==> src/rtl/ram_readout_ctrl_pkg.sv <==
// Shared state encodings for the BRAM write-side fill FSM and the read-side dump FSM.
package ram_readout_ctrl_pkg;

  typedef enum logic [2:0] {
    RD_IDLE  = 3'd0,
    RD_READ  = 3'd1,
    RD_LATCH = 3'd2,
    RD_OUT   = 3'd3,
    RD_DONE  = 3'd4
  } rd_state_e;

  typedef enum logic [1:0] {
    WR_IDLE = 2'd0,
    WR_FILL = 2'd1,
    WR_FULL = 2'd2
  } wr_state_e;

endpackage

==> src/rtl/ram_readout_ctrl_addr_counter.sv <==
// Saturating BRAM address counter with clear and terminal-count flag; shared by read and write sides.
module addr_counter #(
  parameter int ADDR_W = 10
) (
  input  logic              clk,
  input  logic              i_rst_n,
  input  logic              i_clr,
  input  logic              i_en,
  output logic [ADDR_W-1:0] o_count,
  output logic              o_tc
);

  logic [ADDR_W-1:0] count_reg;

  // Saturates at the last address so a finished pass never wraps into a new one.
  always_ff @(posedge clk) begin
    if (!i_rst_n) begin
      count_reg <= '0;
    end else if (i_clr) begin
      count_reg <= '0;
    end else if (i_en && !o_tc) begin
      count_reg <= count_reg + 1'b1;
    end
  end

  assign o_count = count_reg;
  assign o_tc    = &count_reg;

endmodule

==> src/rtl/ram_readout_ctrl.sv <==
// Dumps the whole BRAM word by word to a valid/ready consumer once the write side reports full.
module ram_readout_ctrl
  import ram_readout_ctrl_pkg::*;
#(
  parameter int ADDR_W = 10,
  parameter int DATA_W = 16
) (
  input  logic              clk,
  input  logic              i_rst_n,
  input  logic              i_start,
  output logic              o_rd_ena,
  output logic [ADDR_W-1:0] o_rd_addr,
  input  logic [DATA_W-1:0] i_rd_data,
  output logic [DATA_W-1:0] o_data,
  output logic              o_valid,
  input  logic              i_ready,
  output logic              o_busy,
  output logic              o_done
);

  rd_state_e         state_reg, state_next;
  logic [DATA_W-1:0] data_reg, data_next;
  logic              rd_ena_reg, rd_ena_next;
  logic              valid_reg, valid_next;
  logic              busy_reg, busy_next;
  logic              done_reg, done_next;
  logic              cnt_clr, cnt_en, cnt_tc;
  logic [ADDR_W-1:0] cnt_value;

  addr_counter #(.ADDR_W(ADDR_W)) u_addr_counter (
    .clk     (clk),
    .i_rst_n (i_rst_n),
    .i_clr   (cnt_clr),
    .i_en    (cnt_en),
    .o_count (cnt_value),
    .o_tc    (cnt_tc)
  );

  // Outputs are computed for the state being entered so they appear registered with it.
  always_comb begin
    state_next  = state_reg;
    data_next   = data_reg;
    rd_ena_next = 1'b0;
    valid_next  = 1'b0;
    done_next   = 1'b0;
    cnt_clr     = 1'b0;
    cnt_en      = 1'b0;
    case (state_reg)
      RD_IDLE: begin
        cnt_clr = 1'b1;
        if (i_start) begin
          state_next  = RD_READ;
          rd_ena_next = 1'b1;
        end
      end
      RD_READ: begin
        state_next = RD_LATCH;
      end
      RD_LATCH: begin
        data_next  = i_rd_data;
        valid_next = 1'b1;
        state_next = RD_OUT;
      end
      RD_OUT: begin
        if (i_ready) begin
          if (cnt_tc) begin
            state_next = RD_DONE;
            done_next  = 1'b1;
          end else begin
            state_next  = RD_READ;
            rd_ena_next = 1'b1;
            cnt_en      = 1'b1;
          end
        end else begin
          valid_next = 1'b1;
        end
      end
      RD_DONE: begin
        // Waiting for start to fall keeps a held full flag from retriggering.
        if (!i_start) begin
          state_next = RD_IDLE;
        end
      end
      default: begin
        state_next = RD_IDLE;
        data_next  = '0;
        cnt_clr    = 1'b1;
      end
    endcase
    busy_next = (state_next != RD_IDLE);
  end

  always_ff @(posedge clk) begin
    if (!i_rst_n) begin
      state_reg  <= RD_IDLE;
      data_reg   <= '0;
      rd_ena_reg <= 1'b0;
      valid_reg  <= 1'b0;
      busy_reg   <= 1'b0;
      done_reg   <= 1'b0;
    end else begin
      state_reg  <= state_next;
      data_reg   <= data_next;
      rd_ena_reg <= rd_ena_next;
      valid_reg  <= valid_next;
      busy_reg   <= busy_next;
      done_reg   <= done_next;
    end
  end

  assign o_rd_ena  = rd_ena_reg;
  assign o_rd_addr = cnt_value;
  assign o_data    = data_reg;
  assign o_valid   = valid_reg;
  assign o_busy    = busy_reg;
  assign o_done    = done_reg;

endmodule

==> config.mk <==
export PLATFORM = sky130hd
export DESIGN_NAME = ram_readout_ctrl
export DESIGN_NICKNAME = d
export VERILOG_FILES = /design/src/rtl/ram_readout_ctrl_pkg.sv /design/src/rtl/ram_readout_ctrl_addr_counter.sv /design/src/rtl/ram_readout_ctrl.sv
export SDC_FILE = /design/constraint.sdc
export NUM_CORES = 1
export LEC_CHECK = 0
export ABC_AREA = 1
export CAP_MARGIN = 20
export CORE_ASPECT_RATIO = 0.5
export CORE_MARGIN = 2
export CORE_UTILIZATION = 30
export CTS_CLUSTER_DIAMETER = 50
export DETAILED_ROUTE_END_ITERATION = 8
export PLACE_DENSITY_LB_ADDON = 0.15
export SYNTH_ARGS = -nofsm -noshare
export SYNTH_HDL_FRONTEND = slang
export SYNTH_SLANG_ARGS = --single-unit
==> constraint.sdc <==
create_clock -name clk -period 2.05 [get_ports clk]
set_input_delay 0.615 -clock clk [delete_from_list [all_inputs] [get_ports clk]]
set_output_delay 0.615 -clock clk [all_outputs]
set_load 0.02 [all_outputs]
After elaboration in Yosys (flattened, before gate mapping):

Cells that the tools add are included.

* output and inout bits: 30
* register bits: 33
* bits of input ports: 20

* add/subtract/negate cells: 1
* multiplexer cells: 14
* reductions and logical operators: 9
* eq/ne operators: 4

Operator list (count)
* $pmux W16 S2: 1
* $pmux W3 S5: 1
* $mux W3: 4
* $add A10 B1 Y10 const B: 1
* $reduce_and A10 Y1: 1
* $reduce_or A4 Y1: 2
* $eq A3 B2 Y1 const B: 2
* $mux W1: 6
* $pmux W1 S2: 2
* $eq A3 B1 Y1 const B: 1
* $eq A3 B3 Y1 const B: 1
* $logic_not A3 Y1: 1
* $reduce_and A3 Y1: 1
* $reduce_bool A3 Y1: 1
* $reduce_and A2 Y1: 1
* $logic_and A1 B1 Y1: 1
* $logic_not A1 Y1: 1

Longest topological paths before layout:

* depth after elaboration: 5
* gate-level depth with buffers: 8

Modules after synthesis:

From an unflattened synthesis, not the netlist that was laid out.

* cell total of the unflattened synthesis: 203
* area, all modules: 1508.9 um^2

By module, submodules not included
* ram_readout_ctrl: area an instance 913.4 um^2, times used 1, seq. area each 460.4 um^2, cells each 113
* addr_counter: area an instance 595.6 um^2, times used 1, seq. area each 200.2 um^2, cells each 90

Worst setup path before layout:

OpenSTA, ideal clock, no wires.

* kind: reg-to-reg
* start: register u_addr_counter.count_reg[0] (netlist: u_addr_counter.o_count[0])
* end: register u_addr_counter.count_reg[3] (netlist: u_addr_counter.o_count[3])
* library setup time: 0.068 ns
* cell stages (with the launch flop): 9
* arrival: 1.553 ns
* slack: 0.429 ns
* buffers on the path: 1
* path through: dfxtp_1 -> ha_1 -> nand3_2 -> nor2_4 -> nand2_2 -> nand3_2 -> buf_6 -> nand2_1 -> a21oi_2

* cells in the longest elaborated chain, start to end: 5
* elaborated cells on any way between the ends: 7

RTL lines
* from (decl): RTL line ram_readout_ctrl_addr_counter.sv:13 `logic [ADDR_W-1:0] count_reg;`
* from (signal assigned): RTL line ram_readout_ctrl_addr_counter.sv:22 `count_reg <= count_reg + 1'b1;`
* parallel branches: the longest is 5 deep, another holds $add A10 B1 Y10

Parallel ways; which one is timed is not known.
A chain may end at the register's enable or synchronous reset.

Worst setup path in the final report:

* start: register u_addr_counter.count_reg[7] (netlist: u_addr_counter.o_count[7])
* end: output o_rd_addr[7]

RTL lines
* to (decl): RTL line ram_readout_ctrl.sv:12 `output logic [ADDR_W-1:0] o_rd_addr,`

No word-level cell between the ends.

==> impl_metrics.tcl <==
set metrics [dict create \
    outcome "complete, no violations" \
    grtUsageTotal_pct 13.3 \
    synth_area_leaders "dfxtp_1 (45%), nand2_1 (19%), a21oi_1 (5.8%)" \
    grt_pass1_vias 1237 \
    port_buffers 49 \
    seq_area_sq_um 661 \
    dieWidth_um 103 \
    clk_path_buf_depth 2 \
    fin_area_sq_um 2180 \
    max_cap_viol_count 0 \
    arrival_ns 1.32 \
    ys_seq_area_share_pct 45.1 \
    finalSetupViolCount 0 \
    antenna_left 0 \
    grt_max_degree 17 \
    grt_setup_unrepaired "no" \
    drc 0 \
    crit_path_end_kind "primary output" \
    synth_cells 196 \
    nNetsFinal 276 \
    tns_ns 0 \
    yosys_warnings 0 \
    first_iter_violations 38 \
    overflow 0 \
    path_class "flip-flop to primary output" \
    cellPowerDensity_nw_per_um2 718 \
    async_flop_share_pct 0 \
    final.fill_count 487 \
    via_per_inst 4.29 \
    die_area_sq_um 5500 \
    post_cts_buffers 0 \
    cts_tree "yes" \
    clock_skew_ns 0.00534 \
    core_sq_um 4550 \
    firstDrtPassIters 4 \
    final_layout_size_suffix_gt1_share_pct 14.8 \
    fin_crit_sh_pct 94.5 \
    final_cells 322 \
    area_growth_pct 48.8 \
    rows 17 \
    dp_hpwl_mm 2.53 \
    fmax_ghz 0.516 \
    drv_slew 0 \
    grt_pass1_wl_mm 5.40 \
    synth_area_sq_um 1470 \
    io_pins 50 \
    synthDistinctLibCells 28 \
    place.gp.congestion 0.797 \
    largest_reg_flops 16 \
    hp-class "flip-flop to flip-flop" \
    crit_buf_inv 1 \
    period_minus_slack_ns 1.94 \
    crit_fanout 6 \
    synth_edf_count 0 \
    synth_flop_cell "dfxtp_1" \
    antenna_found_initial 0 \
    path_clk_slew_ns 0.07 \
    cts_resized 1 \
    required_ns 1.43 \
    crit_family "buffers and inverters" \
    final_core_util_pct 47.9 \
    crit_path_top_delay_cell "clkdlybuf4s50_1" \
    leakagePower_nw 0.806 \
    slew_headroom_pct 54.3 \
    finalWirelength_mm 3.41 \
    diodes 0 \
    h-tree-depth 2 \
    syn_avg_cell_area_sq_um 7.48 \
    synth_top_area_share_pct 45.1 \
    slowest_delay_ns 0.64 \
    start_kind "flip-flop" \
    multi_input_area_sq_um 716 \
    synth_fp_nets 217 \
    cts_hold_buf 0 \
    clock-sinks 33 \
    vdd_drop_max_mv 0.298 \
    place_area_sq_um 2070 \
    initial_core_util_pct 32.2 \
    vias 1381 \
    dp_cells 314 \
    cts_buffers 5 \
    dieHeight_um 53.4 \
    worstSkewPairLatency_ns 0.28 \
    wire_per_inst_um 10.6 \
    worstPathCellList "clkdlybuf4s50_1" \
    cts.root.buffer_cell "clkbuf_8" \
    ys_ff_latch 33 \
    hold_viol 0 \
    worst_pin_slew_ns 0.686 \
    yosysTopAreaCell "dfxtp_1" \
]
==> metrics by stage <==
step | setup WS (ns) | hold slack (ns) | total power [mW]
final | 0.112 | 0.463 | 1.57
after global routing | 0.0103 | 0.483 | 1.65
after CTS | 0.0849 | 0.468 | 1.60
after detailed placement | 0.111 | 0.457 | 0.970
after global placement | 0.166 | 0.453 | 0.968
after floorplan | 0.429 | 0.531 | 0.849
==> synth_stat cells, types with 3 or more instances <==
cell type,number
a21oi_1,17
a21oi_2,9
nor2_1,12
inv_2,4
dfxtp_1,33
nand2_2,3
o21ai_1,3
nor2_4,3
inv_1,11
nand3_1,4
nand2_1,74
==> worst paths after layout <==
kind	slack, ns	endpoint	cells past startpoint	start
worst min register to register	0.46	o_data[0]	2	o_data[0]
worst max-delay path	0.11	o_rd_addr[7]	1	u_addr_counter.o_count[7]
worst min-delay path	0.46	o_data[0]	2	o_data[0]
worst max register to register	0.38	u_addr_counter.o_count[8]	7	u_addr_counter.o_count[0]
==> layout make-up <==
cell class / instances / area share [%]
multi-input combinational: 142 / 32.8
sequential: 33 / 30.3
timing repair buffer: 56 / 24.8
clock buffer: 7 / 3.96
tap: 66 / 3.78
inverter: 17 / 2.98
clock inverter: 1 / 1.38
==> power by group <==
part           internal, mW  leakage (nW)  switching, mW
Sequential            0.675         0.268         0.0158
Combinational         0.113         0.480          0.148
Clock                 0.396        0.0585          0.219
Total                  1.18         0.806          0.383
==> cells by family (layout without fill, tap and decap cells) <==
kind of cell | Yosys count | in the layout | share of synthesized area, %
AOI/OAI and AO/OA | 36 | 36 | 16.1
xor gates and xnor gates | 3 | 3 | 1.79
adders and majority gates | 1 | 1 | 0.853
buffers and inverters | 21 | 81 | 6.14
DFF | 33 | 33 | 45.1
and+or+nand+nor | 102 | 102 | 30.0
==> cell usage in the layout, fill, tap and decap left out <==
cell type,count
inv_2,4
dlygate4sd2_1,1
nand3_2,2
nor3_1,1
xor2_1,2
nand2_2,3
a21boi_0,2
clkbuf_8,6
o31ai_1,1
clkinv_2,1
nand4_1,2
inv_1,11
buf_4,7
o21ai_1,3
xnor2_1,1
clkdlybuf4s50_1,48
nand3_1,4
nand3b_1,1
o21ai_0,2
a21oi_2,9
bufinv_16,1
o21ai_2,1
clkbuf_1,1
clkinv_1,1
a21oi_1,17
nor2_1,12
nand2_1,74
ha_1,1
a21oi_4,1
nor2_4,3
dfxtp_1,33
==> routing by layer <==
layer  vias up  wire length, um  GRT usage (%)
met5         -                0              0
met4         0               38           4.61
met3         4              205           4.76
met2        33             1450           21.8
met1       606             1710           16.4
li1        738                -              -
==> worst min-delay path: cells and delay by family (launching register included) <==
family,cells,cell delay [ns]
flops,1,0.31
simple gates,1,0.06
compound gates,1,0.05
(Power assumes the default switching activity.)
